**src/rtl/median_filter_pkg.sv**
```systemverilog
// median_filter_pkg: shared constants and state encoding for the median filter frame controller
// AUX_SOF / AUX_EOL : bit positions of start-of-frame and end-of-line in the video aux field
// state_t           : frame sequencer states
package median_filter_pkg;
  localparam int AUX_SOF = 0;
  localparam int AUX_EOL = 1;
  typedef enum logic [2:0] {
    ST_IDLE  = 3'd0,
    ST_FLUSH = 3'd1,
    ST_ARM   = 3'd2,
    ST_RUN   = 3'd3,
    ST_DRAIN = 3'd4
  } state_t;
endpackage

```
**src/rtl/median_filter_geom_chk.sv**
```systemverilog
// median_filter_geom_chk: column/row counters for frame tracking and geometry error detection
// clk, rstb : clock, asynchronous active-low reset
// beat      : accepted input pixel (valid & ready)
// sof, eol  : aux flags of that pixel
// byp       : bypass tracking mode (frame boundaries only, no error checks)
// arm, run  : enabled-frame modes; arm waits for SOF, run checks every beat
// iw, ih    : geometry to check against (ih is the live value while bypassing)
// in_frame  : a bypass frame is in progress
// last      : this beat is the EOL of the final line
// err       : this beat violates the frame geometry
module median_filter_geom_chk #(
  parameter int DW_MD = 16
) (
  input  logic             clk,
  input  logic             rstb,
  input  logic             beat,
  input  logic             sof,
  input  logic             eol,
  input  logic             byp,
  input  logic             arm,
  input  logic             run,
  input  logic [DW_MD-1:0] iw,
  input  logic [DW_MD-1:0] ih,
  output logic             in_frame,
  output logic             last,
  output logic             err
);
  localparam logic [DW_MD-1:0] ONE = 1;
  logic [DW_MD-1:0] col, row, cur_col, cur_row;
  logic start, act;
  // A frame-opening SOF is treated as a beat arriving at col 0 of row 0 so that an
  // SOF+EOL pixel (single-column image) goes through the ordinary EOL rule.
  always_comb begin
    start   = sof & (arm | (byp & ~in_frame));
    act     = beat & (start | run | (byp & in_frame));
    cur_col = start ? '0 : col;
    cur_row = start ? '0 : row;
    last    = act & eol & (cur_row == ih - ONE);
    err     = act & (arm | run) &
              ((sof & run) | (eol ? (cur_col != iw - ONE) : (cur_col + ONE == iw)));
  end
  always_ff @(posedge clk or negedge rstb) begin
    if (!rstb) begin
      col      <= '0;
      row      <= '0;
      in_frame <= 1'b0;
    end else if (act) begin
      col      <= eol ? '0 : cur_col + ONE;
      row      <= last ? '0 : eol ? cur_row + ONE : cur_row;
      in_frame <= byp ? ~last : in_frame;
    end
  end
endmodule

```
**src/rtl/median_filter_frame_ctrl.sv**
```systemverilog
// median_filter_frame_ctrl: frame-level sequencer applying filter enable only at frame boundaries
// clk, rstb          : clock, asynchronous active-low reset
// en_req, iw, ih     : requested enable and image geometry from the config block
// clr_err            : one-cycle pulse clearing the sticky error flags
// s_val/s_rdy/s_aux  : observed input video bus handshake and aux (SOF/EOL)
// m_val/m_rdy        : observed output video bus handshake
// en                 : applied enable for the bypass mux
// rstb_int           : active-low soft reset to the datapath, low during FLUSH
// in_hold            : forces the input ready low (FLUSH and DRAIN)
// busy               : sequencer is not IDLE
// frame_done         : pulse after the last output pixel of an enabled frame
// frame_cnt          : completed enabled frames, wrapping
// err_geom/err_timeout/err_cfg : sticky geometry, drain-stall and config errors
module median_filter_frame_ctrl
  import median_filter_pkg::*;
#(
  parameter int DW_VX     = 4,
  parameter int DW_MD     = 16,
  parameter int FLUSH_CYC = 4,
  parameter int TIMEOUT   = 65535
) (
  input  logic             clk,
  input  logic             rstb,
  input  logic             en_req,
  input  logic [DW_MD-1:0] iw,
  input  logic [DW_MD-1:0] ih,
  input  logic             clr_err,
  input  logic             s_val,
  input  logic             s_rdy,
  input  logic [DW_VX-1:0] s_aux,
  input  logic             m_val,
  input  logic             m_rdy,
  output logic             en,
  output logic             rstb_int,
  output logic             in_hold,
  output logic             busy,
  output logic             frame_done,
  output logic [15:0]      frame_cnt,
  output logic             err_geom,
  output logic             err_timeout,
  output logic             err_cfg
);
  state_t state, nxt;
  logic in_beat, out_beat, sof, eol, cfg_ok, done, tmo, cfg_err;
  logic in_frame, last, geom_err;
  logic [DW_MD-1:0] iw_l, ih_l;
  logic [2*DW_MD-1:0] total, out_cnt, out_nxt;
  logic [31:0] flush_cnt, stall;
  logic unused_aux;
  assign unused_aux = ^s_aux;
  median_filter_geom_chk #(.DW_MD(DW_MD)) u_geom (
    .clk     (clk),
    .rstb    (rstb),
    .beat    (in_beat),
    .sof     (sof),
    .eol     (eol),
    .byp     (state == ST_IDLE),
    .arm     (state == ST_ARM),
    .run     (state == ST_RUN),
    .iw      (iw_l),
    .ih      (state == ST_IDLE ? ih : ih_l),
    .in_frame(in_frame),
    .last    (last),
    .err     (geom_err)
  );
  // Outputs are registered from the next state so they always line up with state.
  always_comb begin
    in_beat  = s_val & s_rdy;
    out_beat = m_val & m_rdy;
    sof      = s_aux[AUX_SOF];
    eol      = s_aux[AUX_EOL];
    cfg_ok   = (iw != '0) && (ih != '0);
    out_nxt  = out_cnt + (2*DW_MD)'(out_beat);
    done     = (state == ST_DRAIN) && (out_nxt >= total);
    tmo      = (state == ST_DRAIN) && !done && !out_beat && (stall == TIMEOUT - 1);
    cfg_err  = (state == ST_IDLE) && en_req && !cfg_ok;
    nxt      = state;
    case (state)
      // A SOF accepted in the deciding cycle would start a bypass frame we then cut off.
      ST_IDLE:  nxt = (en_req && cfg_ok && !in_frame && !(in_beat && sof)) ? ST_FLUSH : ST_IDLE;
      ST_FLUSH: nxt = (flush_cnt == FLUSH_CYC - 1) ? ((en_req && cfg_ok) ? ST_ARM : ST_IDLE) : ST_FLUSH;
      // A SOF beat already taken by the datapath wins over a falling en_req.
      ST_ARM:   nxt = (in_beat && sof) ? (last ? ST_DRAIN : ST_RUN) : en_req ? ST_ARM : ST_IDLE;
      ST_RUN:   nxt = last ? ST_DRAIN : ST_RUN;
      ST_DRAIN: nxt = done ? ((en_req && cfg_ok) ? ST_ARM : ST_FLUSH) : tmo ? ST_FLUSH : ST_DRAIN;
      default:  nxt = ST_IDLE;
    endcase
  end
  always_ff @(posedge clk or negedge rstb) begin
    if (!rstb) begin
      state       <= ST_IDLE;
      en          <= 1'b0;
      rstb_int    <= 1'b0;
      in_hold     <= 1'b0;
      busy        <= 1'b0;
      frame_done  <= 1'b0;
      frame_cnt   <= '0;
      err_geom    <= 1'b0;
      err_timeout <= 1'b0;
      err_cfg     <= 1'b0;
      flush_cnt   <= '0;
      stall       <= '0;
      out_cnt     <= '0;
      iw_l        <= '0;
      ih_l        <= '0;
      total       <= '0;
    end else begin
      state       <= nxt;
      en          <= nxt inside {ST_ARM, ST_RUN, ST_DRAIN};
      rstb_int    <= nxt != ST_FLUSH;
      in_hold     <= nxt inside {ST_FLUSH, ST_DRAIN};
      busy        <= nxt != ST_IDLE;
      frame_done  <= done;
      frame_cnt   <= frame_cnt + 16'(done);
      err_geom    <= geom_err | (err_geom & ~clr_err);
      err_timeout <= tmo | (err_timeout & ~clr_err);
      err_cfg     <= cfg_err | (err_cfg & ~clr_err);
      flush_cnt   <= (state == ST_FLUSH) ? flush_cnt + 1 : '0;
      stall       <= (state == ST_DRAIN && !out_beat) ? stall + 1 : '0;
      out_cnt     <= (state inside {ST_ARM, ST_RUN, ST_DRAIN} && !done && !tmo) ? out_nxt : '0;
      if (nxt == ST_ARM && state != ST_ARM) begin
        iw_l  <= iw;
        ih_l  <= ih;
        total <= {{DW_MD{1'b0}}, iw} * {{DW_MD{1'b0}}, ih};
      end
    end
  end
endmodule

```
**config.mk**
```make
export PLATFORM = sky130hd
export DESIGN_NAME = median_filter_frame_ctrl
export DESIGN_NICKNAME = d
export VERILOG_FILES = /design/src/rtl/median_filter_pkg.sv /design/src/rtl/median_filter_geom_chk.sv /design/src/rtl/median_filter_frame_ctrl.sv
export SDC_FILE = /design/constraint.sdc
export NUM_CORES = 1
export LEC_CHECK = 0
export ABC_CLOCK_PERIOD_IN_PS = 4800
export BUFFER_PORTS_ARGS = -buffer_cell sky130_fd_sc_hd__buf_2
export CELL_PAD_IN_SITES_DETAIL_PLACEMENT = 1
export CELL_PAD_IN_SITES_GLOBAL_PLACEMENT = 2
export CORE_UTILIZATION = 37
export DETAILED_ROUTE_END_ITERATION = 16
export PLACE_DENSITY_LB_ADDON = 0.2
export SETUP_SLACK_MARGIN = 0.2
export SLEW_MARGIN = 10
export SYNTH_ARGS = -nofsm -noshare
export SYNTH_HDL_FRONTEND = slang
export SYNTH_SLANG_ARGS = --single-unit
```
**constraint.sdc**
```tcl
create_clock -name clk -period 4.8 [get_ports clk]
set_input_delay 0.96 -clock clk [delete_from_list [all_inputs] [get_ports clk]]
set_output_delay 0.96 -clock clk [all_outputs]
set_load 0.005 [all_outputs]
```
==> flow_metrics.py <==
metrics = {
    "run_status": {
        "outcome": "finished with violations",
        "violations": "negative setup slack",
    },
    "synthesis": {
        "avgSynthCellArea_sq_um": 8.92,
        "synth.yosys.warnings": 0,
        "synth_edf_count": 0,
        "syn_inst": 2387,
        "ys_async_sr_fraction_pct": 100,
        "synthesis.area_sq_um": 21300,
        "synth-seq-area-share_pct": 25.8,
        "yosys_most_used_dff": "dfrtp_1",
        "yosys-top-cells-area": "dfrtp_1 26%, fa_1 18%, ha_1 8.6%",
        "ys_types": 72,
        "ys_seq_elements": 220,
        "yosysTopAreaCell": "dfrtp_1",
        "syn_nets": 2772,
        "synth_top_area_share_pct": 25.8,
    },
    "routing": {
        "routed_via_density": 5.19,
        "vias": 17600,
        "antenna_left": 0,
        "drt_iter0_markers": 608,
        "drt-pass1-iter-count": 5,
        "drt-total-wl_microns": 64200,
        "drc_errors": 0,
        "routedWlPerCell_microns": 18.9,
    },
    "cells_and_area": {
        "multiInputGateArea_sq_um": 15000,
        "seqCellArea_sq_um": 5510,
        "drive_gt1_share_pct": 20.7,
        "area.growth.synth_to_final_pct": 23.6,
        "finalNetCount": 3003,
        "layout_commonest_cell": "nand2_1",
        "layout_common_cells": "289 x nand2_1, 282 x inv_1, 220 x dfrtp_1",
        "utilization_pct": 46.5,
        "stdcell_count": 3396,
        "n_fill_cell": 6531,
    },
    "timing": {
        "max-slew-margin-rel_pct": 28.6,
        "rsz0062_at_grt": "yes",
        "hold_viol": 0,
        "max_freq_ghz": 0.165,
        "skew_ps": 10.5,
        "finalSetupViolations": 22,
        "fin_ws_ps": -1280,
        "drv_slew": 0,
        "fin_crit_sh_pct": 127,
        "fin_crit_ps": 6080,
        "worst_slew_pin_slew_ps": 1070,
    },
    "critical_path": {
        "cp.required_ps": 5250,
        "cp_max_fo": 7,
        "crit_chain": "buf_12, buf_8, nand2_4, fa_1, inv_1, fa_1, fa_1, inv_2, fa_1, fa_1, fa_1, inv_2, ha_4, buf_4, a221oi_4, nand2_2, a221oi_4, a21oi_4, a211o_1, a31oi_2, xnor2_1, o21ai_1",
        "slowest_delay_ps": 590,
        "start_kind": "input pin",
        "crit_arrival_ps": 6530,
        "slowest_stage": "fa_1",
        "path_common_cell": "fa_1",
        "crit_type": "input pin to flip-flop",
        "cp-end-kind": "flip-flop",
    },
    "clock_network": {
        "clock_latency_ps": 570,
        "cts_buffer_depth": 3,
        "root_buffer": "clkbuf_16",
        "path_clk_slew_ps": 60,
        "htreeDepth": 1,
        "holdBufCountCts": 0,
        "clock-sinks": 220,
        "cts_tree": "yes",
        "cts_made_buffers": 28,
    },
    "pwr": {
        "leakagePower_uw": 0.0124,
        "p_per_area_nw_per_um2": 780,
        "peakVddDrop_uv": 769,
    },
    "global_routing": {
        "antenna_found_initial": 2,
        "grt_pass1_vias": 19700,
        "grt_use_met1_pct": 30.2,
        "track_usage_pct": 22.3,
        "use_met2_pct": 37.6,
        "grt.busiest_layer": "met2",
        "grt_max_degree": 93,
        "met3_usage_pct": 2.77,
        "grt_overflow": 0,
        "grt_pass1_wl_microns": 106000,
    },
    "floorplan": {
        "io-pin-count": 68,
        "row_count": 87,
        "die_h_microns": 242,
        "initial_core_util_pct": 37.6,
        "die-width_microns": 242,
        "core_sq_um": 56600,
        "die_area_sq_um": 58500,
    },
    "placed_design": {
        "gp_routability_congestion": 0.835,
        "dpl.hpwl_microns": 50900,
        "io_buffer_count": 65,
        "dpl.cell_count": 3322,
    },
    "min_path": {
        "hp-class": "input pin to async pin",
    },
    "job": {
        "maxCapViolCount": 0,
    },
}
## routing by layer
layer  wire (microns)  share of wire (%)  up-vias
li1                 -                  -     8324
met1            30100                 47     9030
met2            31000                 48      207
met3             1990                3.1       72
met4             1130                1.8        0
met5                0                  0        -
## synth_stat cells (5+ instances only)
cell,number
nand2_1,305
a211o_1,6
buf_2,5
nand3_1,69
and2_1,115
a22oi_1,10
mux2_2,39
o211ai_1,6
o41ai_1,5
nor2_1,129
or2_2,5
a21oi_1,47
nor3b_1,5
a21boi_0,32
and3_1,33
dfrtp_1,220
inv_1,299
o21bai_1,6
xnor2_1,95
and4_1,8
nor4_1,28
or3_1,25
nor2b_1,12
o21ai_1,12
nand2b_1,9
a211oi_1,12
a21o_1,16
clkbuf_1,104
o31ai_1,14
o22ai_1,5
mux2i_1,21
nand4_1,41
ha_1,147
fa_1,194
a31oi_1,19
o21a_1,7
o21ai_0,76
xor2_1,88
nor3_1,56
or4_1,5
## sequential cells by signal, summed over array words and instances, names as in the netlist, 3 cells and up
| signal | flops |
|---|---|
| flush_cnt | 32 |
| out_cnt | 32 |
| stall | 32 |
| total | 32 |
| frame_cnt | 16 |
| ih_l | 16 |
| iw_l | 16 |
| u_geom.col | 16 |
| u_geom.row | 16 |
| state | 3 |
## stage by stage
step / hold WS [ps] / total power [uW] / worst slack [ps] / TNS, ps / area, sq um
global placement: 452 / 15700 / -2030 / -51080 / 24300
floorplan: 433 / 10800 / -1630 / -26010 / 22100
global route: 457 / 22400 / -1440 / -25420 / 26300
CTS: 440 / 19300 / -1360 / -21970 / 25700
detailed placement: 463 / 16100 / -2150 / -56150 / 24300
finish: 402 / 20500 / -1280 / -21210 / 26300
## critical path: cells and delay by family
family / cells / cell delay, ps
fa+ha+maj: 7 / 3390
buf+inv: 6 / 500
compound gates: 6 / 1360
xor+xnor: 1 / 140
simple gates: 2 / 170
## area by class of cell
class	instances	area share, %
antenna	1	0.00951
sequential	220	20.9
timing repair buffer	315	10.4
inverter	299	4.26
multi-input combinational	1754	57.1
tap	756	3.59
clock buffer	39	3.01
clock inverter	12	0.675
## worst paths after layout
kind                               from       endpoint  slack [ps]  depth (start not counted)
hold reg to reg            flush_cnt[0]   flush_cnt[0]         470                          1
max in group asynchronous          rstb      stall[21]        3350                          2
hold / removal                     rstb  frame_cnt[15]         400                          1
setup / recovery                 iw[10]      total[30]       -1280                         22
setup reg to reg             out_cnt[8]        iw_l[2]         430                         20
min in group clk           flush_cnt[0]   flush_cnt[0]         470                          1
## power by group
part | total [uW] | internal [uW] | switching, uW
Sequential | 2560 | 2190 | 372
Combinational | 15800 | 7920 | 7830
Clock | 2220 | 1360 | 857
## timing repair
action                     in CTS  in global routing
setup buffers                   9                 12
gates resized for setup       118                110
pin swaps                      50                 56
setup endpoints to repair      73                 81
gates cloned                    0                  1
## cell families after synthesis
logic type      after synthesis  synth area share (%)
mux                          61                  3.12
simple gates                864                  20.0
xor+xnor                    183                  7.52
flops                       220                  25.8
buf+inv                     413                  7.36
compound gates              305                  9.32
fa+ha+maj                   341                  26.9
Power figures use the tool's default switching activity.
